[config.mk]
export PLATFORM = sky130hd
export DESIGN_NAME = round_ctrl_flat
export DESIGN_NICKNAME = d
export VERILOG_FILES = /design/src/rtl/round_ctrl_if.sv /design/src/rtl/round_ctrl.sv /design/src/flat_wrapper.sv
export SDC_FILE = /design/constraint.sdc
export NUM_CORES = 1
export LEC_CHECK = 0
export ABC_AREA = 0
export CAP_MARGIN = 0
export CORE_ASPECT_RATIO = 1.25
export CORE_UTILIZATION = 35
export DETAILED_ROUTE_END_ITERATION = 7
export PLACE_DENSITY = 0.5
export SLEW_MARGIN = 5
export SYNTH_ARGS = -nofsm -noshare
export SYNTH_HDL_FRONTEND = slang
export SYNTH_SLANG_ARGS = --single-unit
[constraint.sdc]
create_clock -name i_clk -period 5.98 [get_ports i_clk]
set_clock_uncertainty 0.05 [all_clocks]
set_input_delay 1.196 -clock i_clk [delete_from_list [all_inputs] [get_ports i_clk]]
set_output_delay 1.196 -clock i_clk [all_outputs]
set_load 0.1 [all_outputs]
[src/rtl/round_ctrl_if.sv]
// Bundles the round controller's button, game-state and scorer-facing signals.
// The controller uses the slave view; whatever drives the buttons uses the master view.
interface round_ctrl_if;
    logic i_pbl;
    logic i_pbr;
    logic i_gameOver;
    logic o_ledsOn;
    logic o_winRnd;
    logic o_right;

    modport master (
        output i_pbl,
        output i_pbr,
        output i_gameOver,
        input  o_ledsOn,
        input  o_winRnd,
        input  o_right
    );

    modport slave (
        input  i_pbl,
        input  i_pbr,
        input  i_gameOver,
        output o_ledsOn,
        output o_winRnd,
        output o_right
    );
endinterface

[src/rtl/round_ctrl.sv]
// Round controller for the tug-of-war game.
// It synchronises both pushbuttons and runs the dark/lit light cycle with a
// pseudo-random dark time. It decides who pushed first and reports that to the
// scorer as a one-cycle winrnd pulse with registered right/leds_on qualifiers.
// Once the scorer shows a win it freezes until the next reset.
// Every counter load is the wanted phase length minus one, so a phase of N
// cycles ends on the N-th clock edge after it starts.
module round_ctrl #(
    parameter int MIN_DELAY   = 50_000_000,
    parameter int RAND_BITS   = 24,
    parameter int LIT_TIMEOUT = 100_000_000,
    parameter int HOLD_CYCLES = 10_000_000,
    parameter int CNT_W       = 28
) (
    input  logic        i_clk,
    input  logic        i_rst,
    round_ctrl_if.slave bus
);

    typedef enum logic [2:0] {
        IDLE = 3'd0,
        DARK = 3'd1,
        LIT  = 3'd2,
        HOLD = 3'd3,
        STOP = 3'd4
    } state_t;

    state_t           r_state;
    logic [CNT_W-1:0] r_cnt;
    logic [15:0]      r_lfsr;
    logic             r_tiePri;
    logic             r_ledsOn;
    logic             r_winRnd;
    logic             r_right;

    logic r_pblS1, r_pblS2, r_pblS3;
    logic r_pbrS1, r_pbrS2, r_pbrS3;

    logic             w_edgeL;
    logic             w_edgeR;
    logic             w_anyEdge;
    logic             w_bothEdge;
    logic             w_bothIdle;
    logic             w_pushRight;
    logic             w_cntZero;
    logic             w_lfsrFb;
    logic [CNT_W-1:0] w_rand;
    logic [CNT_W-1:0] w_darkLoad;
    logic [CNT_W-1:0] w_litLoad;
    logic [CNT_W-1:0] w_holdLoad;

    // Two synchroniser flops per button, then a history flop for rising-edge detection.
    always_ff @(posedge i_clk) begin
        if (!i_rst) begin
            r_pblS1 <= 1'b0;
            r_pblS2 <= 1'b0;
            r_pblS3 <= 1'b0;
            r_pbrS1 <= 1'b0;
            r_pbrS2 <= 1'b0;
            r_pbrS3 <= 1'b0;
        end else begin
            r_pblS1 <= bus.i_pbl;
            r_pblS2 <= r_pblS1;
            r_pblS3 <= r_pblS2;
            r_pbrS1 <= bus.i_pbr;
            r_pbrS2 <= r_pbrS1;
            r_pbrS3 <= r_pbrS2;
        end
    end

    // Free-running Fibonacci LFSR (x^16+x^14+x^13+x^11+1); the non-zero seed keeps it out of the lock-up state.
    always_ff @(posedge i_clk) begin
        if (!i_rst) begin
            r_lfsr <= 16'hACE1;
        end else begin
            r_lfsr <= {r_lfsr[14:0], w_lfsrFb};
        end
    end

    assign w_lfsrFb = r_lfsr[15] ^ r_lfsr[13] ^ r_lfsr[12] ^ r_lfsr[10];

    // Random part of the dark time; wider requests than the LFSR see zeros in the upper bits.
    generate
        if (RAND_BITS <= 16) begin : g_randNarrow
            assign w_rand = CNT_W'(r_lfsr[RAND_BITS-1:0]);
        end else begin : g_randWide
            assign w_rand = CNT_W'(r_lfsr);
        end
    endgenerate

    assign w_darkLoad  = CNT_W'(MIN_DELAY - 1) + w_rand;
    assign w_litLoad   = CNT_W'(LIT_TIMEOUT - 1);
    assign w_holdLoad  = CNT_W'(HOLD_CYCLES - 1);
    assign w_cntZero   = (r_cnt == '0);

    assign w_edgeL     = r_pblS2 & ~r_pblS3;
    assign w_edgeR     = r_pbrS2 & ~r_pbrS3;
    assign w_anyEdge   = w_edgeL | w_edgeR;
    assign w_bothEdge  = w_edgeL & w_edgeR;
    assign w_bothIdle  = ~r_pblS2 & ~r_pbrS2;
    assign w_pushRight = w_bothEdge ? r_tiePri : w_edgeR;

    // Round state machine; game_over beats any push, and every output is registered here.
    always_ff @(posedge i_clk) begin
        if (!i_rst) begin
            r_state  <= IDLE;
            r_cnt    <= '0;
            r_tiePri <= 1'b0;
            r_ledsOn <= 1'b0;
            r_winRnd <= 1'b0;
            r_right  <= 1'b0;
        end else if (bus.i_gameOver) begin
            r_state  <= STOP;
            r_ledsOn <= 1'b0;
            r_winRnd <= 1'b0;
        end else begin
            r_winRnd <= 1'b0;
            case (r_state)
                IDLE: begin
                    r_ledsOn <= 1'b0;
                    if (w_bothIdle) begin
                        r_cnt   <= w_darkLoad;
                        r_state <= DARK;
                    end
                end
                DARK: begin
                    r_ledsOn <= 1'b0;
                    if (w_anyEdge) begin
                        r_winRnd <= 1'b1;
                        r_right  <= w_pushRight;
                        if (w_bothEdge) begin
                            r_tiePri <= ~r_tiePri;
                        end
                        r_cnt   <= w_holdLoad;
                        r_state <= HOLD;
                    end else if (w_cntZero) begin
                        r_ledsOn <= 1'b1;
                        r_cnt    <= w_litLoad;
                        r_state  <= LIT;
                    end else begin
                        r_cnt <= r_cnt - CNT_W'(1);
                    end
                end
                LIT: begin
                    if (w_anyEdge) begin
                        r_ledsOn <= 1'b1;
                        r_winRnd <= 1'b1;
                        r_right  <= w_pushRight;
                        if (w_bothEdge) begin
                            r_tiePri <= ~r_tiePri;
                        end
                        r_cnt   <= w_holdLoad;
                        r_state <= HOLD;
                    end else if (w_cntZero) begin
                        r_ledsOn <= 1'b0;
                        r_cnt    <= w_darkLoad;
                        r_state  <= DARK;
                    end else begin
                        r_ledsOn <= 1'b1;
                        r_cnt    <= r_cnt - CNT_W'(1);
                    end
                end
                HOLD: begin
                    r_ledsOn <= 1'b0;
                    if (!w_cntZero) begin
                        r_cnt <= r_cnt - CNT_W'(1);
                    end else if (w_bothIdle) begin
                        r_cnt   <= w_darkLoad;
                        r_state <= DARK;
                    end
                end
                STOP: begin
                    r_ledsOn <= 1'b0;
                end
                default: begin
                    r_ledsOn <= 1'b0;
                    r_state  <= IDLE;
                end
            endcase
        end
    end

    assign bus.o_ledsOn = r_ledsOn;
    assign bus.o_winRnd = r_winRnd;
    assign bus.o_right  = r_right;

endmodule

[src/flat_wrapper.sv]
// flat-port wrapper written by rule: the top's interface ports become plain ports
module round_ctrl_flat 
#(
    parameter int MIN_DELAY   = 50_000_000,
    parameter int RAND_BITS   = 24,
    parameter int LIT_TIMEOUT = 100_000_000,
    parameter int HOLD_CYCLES = 10_000_000,
    parameter int CNT_W       = 28
)
  (i_clk, i_rst, bus_i_pbl, bus_i_pbr, bus_i_gameOver, bus_o_ledsOn, bus_o_winRnd, bus_o_right);
  round_ctrl_if bus_i ();
  input  logic i_clk;
  input  logic i_rst;
  input wire logic [$bits(bus_i.i_pbl)-1:0] bus_i_pbl;
  input wire logic [$bits(bus_i.i_pbr)-1:0] bus_i_pbr;
  input wire logic [$bits(bus_i.i_gameOver)-1:0] bus_i_gameOver;
  output wire logic [$bits(bus_i.o_ledsOn)-1:0] bus_o_ledsOn;
  output wire logic [$bits(bus_i.o_winRnd)-1:0] bus_o_winRnd;
  output wire logic [$bits(bus_i.o_right)-1:0] bus_o_right;
  assign bus_i.i_pbl = bus_i_pbl;
  assign bus_i.i_pbr = bus_i_pbr;
  assign bus_i.i_gameOver = bus_i_gameOver;
  assign bus_o_ledsOn = bus_i.o_ledsOn;
  assign bus_o_winRnd = bus_i.o_winRnd;
  assign bus_o_right = bus_i.o_right;
  round_ctrl #(.MIN_DELAY(MIN_DELAY), .RAND_BITS(RAND_BITS), .LIT_TIMEOUT(LIT_TIMEOUT), .HOLD_CYCLES(HOLD_CYCLES), .CNT_W(CNT_W)) u_core (.i_clk(i_clk), .i_rst(i_rst), .bus(bus_i));
endmodule
# After elaboration in Yosys (flattened, before gate mapping)
# Index checks and enable logic that the tools add are counted.
[totals] inputBits=5 output_inout_bits=3 register_bits=57
[classes] addsub=2 n_bitwise=17 n_eq_ne=11 reduce_logical=11 muxes=22
[op_table] cell="$mux 28" n=6
[op_table] cell="$pmux 28 s4" n=1
[op_table] cell="$logic_not 28->1" n=1
[op_table] cell="$sub 28x1->28 const B" n=1
[op_table] cell="$add 26x16->27 const A" n=1
[op_table] cell="$mux 3" n=7
[op_table] cell="$pmux 3 s5" n=1
[op_table] cell="$reduce_and 4->1" n=3
[op_table] cell="$not 1->1" n=9
[op_table] cell="$ne 4x2->1 const B" n=2
[op_table] cell="$eq 3x2->1 const B" n=2
[op_table] cell="$mux 1" n=6
[op_table] cell="$ne 3x1->1 const B" n=2
[op_table] cell="$and 1x1->1" n=4
[op_table] cell="$reduce_bool 4->1" n=1
[op_table] cell="$reduce_or 2->1" n=2
[op_table] cell="$eq 3x1->1 const B" n=1
[op_table] cell="$eq 3x3->1 const B" n=1
[op_table] cell="$logic_not 3->1" n=1
[op_table] cell="$ne 3x2->1 const B" n=1
[op_table] cell="$reduce_and 3->1" n=1
[op_table] cell="$reduce_or 3->1" n=1
[op_table] cell="$xor 1x1->1" n=3
[op_table] cell="$ne 2x1->1 const B" n=1
[op_table] cell="other kinds (4)" n=4

# Longest topological paths before layout
[logic_depth] depth_word=6 ltp_mapped=10 depth_no_buf=9

# Worst setup path before layout
# No wires, ideal clock.
[synth_path] path_kind="flip-flop to flip-flop" startpoint="register u_core.r_cnt[2]" endpoint="register u_core.r_cnt[8]" stages_incl_launch_ff=11 t_arrival_ns=2.515 path_slack_ns=3.285 setup_ns=0.130 t_required_ns=5.800 path_cell_list="dfxtp_1 -> buf_6 -> or4_4 -> or3_1 -> buf_2 -> or4_1 -> buf_2 -> a31oi_1 -> nor2b_1 -> nor3_1 -> o31ai_2"
[synth_between] elab_chain_len=4 word_cells_on_any_way=8 classes_between="1 x add/sub; 6 x mux; 1 x reduce/logical"
[synth_rtl] item="start, declared" line="round_ctrl.sv:29" rtl="logic [CNT_W-1:0] r_cnt;"
[synth_rtl] item="start signal, assigned" line="round_ctrl.sv:122" rtl="r_cnt <= w_darkLoad;"
[synth_rtl] item="start signal, assigned" line="round_ctrl.sv:134" rtl="r_cnt <= w_holdLoad;"
[synth_rtl] item="start signal, assigned" line="round_ctrl.sv:138" rtl="r_cnt <= w_litLoad;"
[synth_rtl] item="$sub 28x1->28 or $logic_not 28->1 (tied branches)"
[synth_rtl] item="$mux 28 (on tied branches)" line="round_ctrl.sv:154, round_ctrl.sv:136"
[synth_rtl] item="$mux 28 (on tied branches)" line="round_ctrl.sv:145, round_ctrl.sv:128"
[synth_rtl] item="$pmux 28 s4 (*)" line="round_ctrl.sv:118" rtl="case (r_state)"
# Every way passes the cells marked *; elsewhere a longest branch is shown, timed or not.
# A chain may end at the register's enable or synchronous reset.

# Worst setup path in the final report
[layout_path] startpoint="input bus_i_gameOver" endpoint="register u_core.r_cnt[17]"
[layout_between] elab_chain_len=2
[layout_rtl] item="start, declared" line="flat_wrapper.sv:16" rtl="input wire logic [$bits(bus_i.i_gameOver)-1:0] bus_i_gameOver;"
[layout_rtl] item="$not 1->1 (no line)"
[layout_rtl] item="$reduce_and 2->1 (no line)"
# No other way between the ends.

==> impl_results.md <==
- Antenna violations before repair: 0
- Synth Cell Area: approximately 0.0039 mm²
- YS warnings: 0
- Leak: ~1.6 nW
- Seq cells post-synth: between 50 and 60
- Die area: 0.0114 mm²
- Final Util: about 40%
- Hold Buf Count CTS: 0
- HPWL Detailed: 9300 µm
- Power density over the cells: between 200 and 300 mW/mm²
- Synth-to-Final Area Change: 11.2%
- Share of cells above drive strength 1: 6.60%
- Max-Cap Viols: 0
- Crit path launch type: primary input
- Largest net degree at the start of global routing: just over 40
- # clock sinks: 57
- EDFF count, synth: 0
- GRT Resource Usage Total: 24.4%
- Synth Flop Type: dfxtp_1
- Status: complete, no violations
- Asr flop ratio synth: 0%
- Nets: 519
- Die height: ~120 µm
- R2r startpoint: u_core.r_cnt[2]$_SDFFE_PN0P_
- Skew-Pair Late Insertion Delay: about 330 ps
- CTS buffer count: 9
- DR vias: ~4000
- Destination of the worst hold path: u_core.r_pbrS2$_SDFF_PN0_
- Hold Crit Class: reg2reg
- VDD IR max: roughly 0.00014 V
- Top cells by area, synth: dfxtp_1 30%, o21ai_0 5.6%, nand2_1 5.3%, a21oi_1 4.8%, nor2_1 4.4%
- Root Driver: clkbuf_16
- Vias in the first global route: between 3000 and 4000
- DRC Markers: 0
- Setup CP Type: in2reg
- Gate Count Post-Synth: just over 500
- Final cycle utilization of the critical path: ~60%
- Crit path capture type: register
- R2R depth: 7
- Starting Density: 36.1%
- CTS tree: yes
- DR iter-0 viols: between 200 and 300
- Most common cell in the synthesized netlist: dfxtp_1
- Final Critical Period: about 3600 ps
- N_diodes: 0
- Setup TNS: 0 ps
- Layout fillers: 1108
- Area leader, netlist: dfxtp_1
- I/O Buffers: 7
- Hold depth: 1
- Worst slew margin: 27.3%
- Final worst slack: approximately 2400 ps
- Fin. Hold Viols: 0
- Crit Path Max Fanout: 14
- CTS H-tree lvls: 3
- Fin. max-slew vios: 0
- Worst-path clk slew: 50 ps
- Pre-CTS WS: 2220 ps
- Worst-margin pin slew: ~1100 ps
- Commonest cells in the netlist: 57 x dfxtp_1, 54 x nand2_1, 45 x nor2_1, 43 x o21ai_0, 37 x a21oi_1
- Routability congestion estimate: 0.876
- Final setup viols: 0
- Final wirelength: around 13000 µm
- Sequential fraction of the synthesis area: 29.6%
- Routed length per instance: between 20 and 25 µm
- Syn Nets: 526
- Worst reg2reg endpoint: u_core.r_cnt[11]$_SDFFE_PN0P_
- Syn_area_per_cell: 7.44 µm²
- GRT overflow: 0
- Yosys top cell area share: 29.6%
- # IOs: 8
- First-pass GRT wire length: 20800 µm
- Max Freq: 279 MHz
- Bufs on Longest Clock Path: 2
- Router iterations before antenna repair: 5
- Synth unique cells: 68
- CORE AREA: 0.0107 mm²
- Worst Min Path Start: u_core.r_pbrS1$_SDFF_PN0_
- CTS resizes: 0
- CP Data Arrival Time: 3770 ps
- Required time of the worst setup path: 6170 ps
- Post-DRT Antenna Nets: 0
- Flop2flop setup slack: 2600 ps
- Die W: between 90 and 100 µm
- RSZ-0062 raised after global routing: no
- Vias/cell: 6.31
- Setup repair bufs after CTS: 0
- Cell Rows: 42
-- placed cells by master, fill, tap and decap left out, types with 5 or more instances in the layout --
cell type         n
a211oi_1          5
a21oi_1          37
a31oi_1          17
and2_1           14
buf_4             8
clkbuf_16         9
clkdlybuf4s50_1   7
dfxtp_1          57
inv_1             8
nand2_1          54
nand2b_1         12
nand3_1          15
nor2_1           45
nor2b_1           5
nor3_1           24
nor4_1           10
o211ai_1          9
o21ai_0          43
o21ai_1           7
o22ai_1           6
or3_1             7
xnor2_1          16
xor2_1           15
-- final cells by class --
cell class                 count  area (µm²)  area share, %
multi-input combinational    420        2540           59.2
inverter                       8        30.0          0.701
timing repair buffer          15         130           3.04
clock inverter                 2        12.5          0.292
tap                          132         165           3.85
sequential                    57        1140           26.6
clock buffer                  13         270           6.30
-- worst max-delay path by stage --
stage | start | slack (ps) | endpoint
2_1_floorplan | u_core.r_cnt[2]$_SDFFE_PN0P_ | 3280 | u_core.r_cnt[8]$_SDFFE_PN0P_
3_3_place_gp | bus_i_gameOver | 2320 | u_core.r_cnt[17]$_SDFFE_PN0P_
3_5_place_dp | bus_i_gameOver | 2220 | u_core.r_cnt[17]$_SDFFE_PN0P_
4_1_cts | bus_i_gameOver | 2560 | u_core.r_cnt[17]$_SDFFE_PN0P_
5_1_grt | u_core.r_cnt[12]$_SDFFE_PN0P_ | 2360 | u_core.r_cnt[7]$_SDFFE_PN0P_
6_report | bus_i_gameOver | 2400 | u_core.r_cnt[17]$_SDFFE_PN0P_
-- cells by family (layout without fill, tap and decap cells) --
family	count (synthesis)	in the layout	synth area share, %
muxes	4	4	1.07
adders and majority gates	3	3	0.973
AOI/OAI and AO/OA	169	169	28.4
and+or+nand+nor	213	213	28.4
buffers and inverters	41	38	4.61
xor gates and xnor gates	31	31	7.04
DFF	57	57	29.6
-- stage by stage --
| step | instances | instance area (µm²) | hold slack [ps] | power, mW |
|---|---|---|---|---|
| 6_report | 647 | 4290 | 380 | 1.25 |
| 5_1_grt | 647 | 4290 | 392 | 1.31 |
| 4_1_cts | 647 | 4290 | 383 | 1.25 |
| 3_5_place_dp | 632 | 4000 | 371 | 0.756 |
| 3_3_place_gp | 632 | 4000 | 368 | 0.754 |
| 2_1_floorplan | 518 | 3860 | 362 | 0.673 |
-- state kept, by name (all words and copies together) (netlist names) --
register,count
u_core.r_pbrS3,1
u_core.r_state,3
u_core.bus.o_right,1
u_core.r_tiePri,1
u_core.r_pblS1,1
u_core.r_pblS3,1
u_core.r_pblS2,1
u_core.r_lfsr,16
u_core.r_pbrS1,1
u_core.r_cnt,28
u_core.bus.o_ledsOn,1
u_core.bus.o_winRnd,1
u_core.r_pbrS2,1
-- critical path, cell delays in order --
cell and delay [ps]:
clkdlybuf4s50_1 580, or2_0 860, nor2_1 300, nor2_1 250
nor3_1 70, a31o_2 230, a221oi_1 270
-- report_power, final --
group          internal, mW  switching [mW]  leakage, nW  total [mW]
clock network         0.311           0.180        0.138       0.491
logic                 0.114           0.193        0.996       0.307
registers             0.407          0.0442        0.470       0.451
total                 0.832           0.417         1.60        1.25
-- per-layer routing --
metal	vias to the layer above	global-route usage, %	part of all wire [%]
li1	1892	-	-
met5	-	0	0
met3	45	5.94	7.4
met4	0	14.2	4.9
met1	1952	31.4	42
met2	193	36.3	45
(Power assumes the default switching activity.)
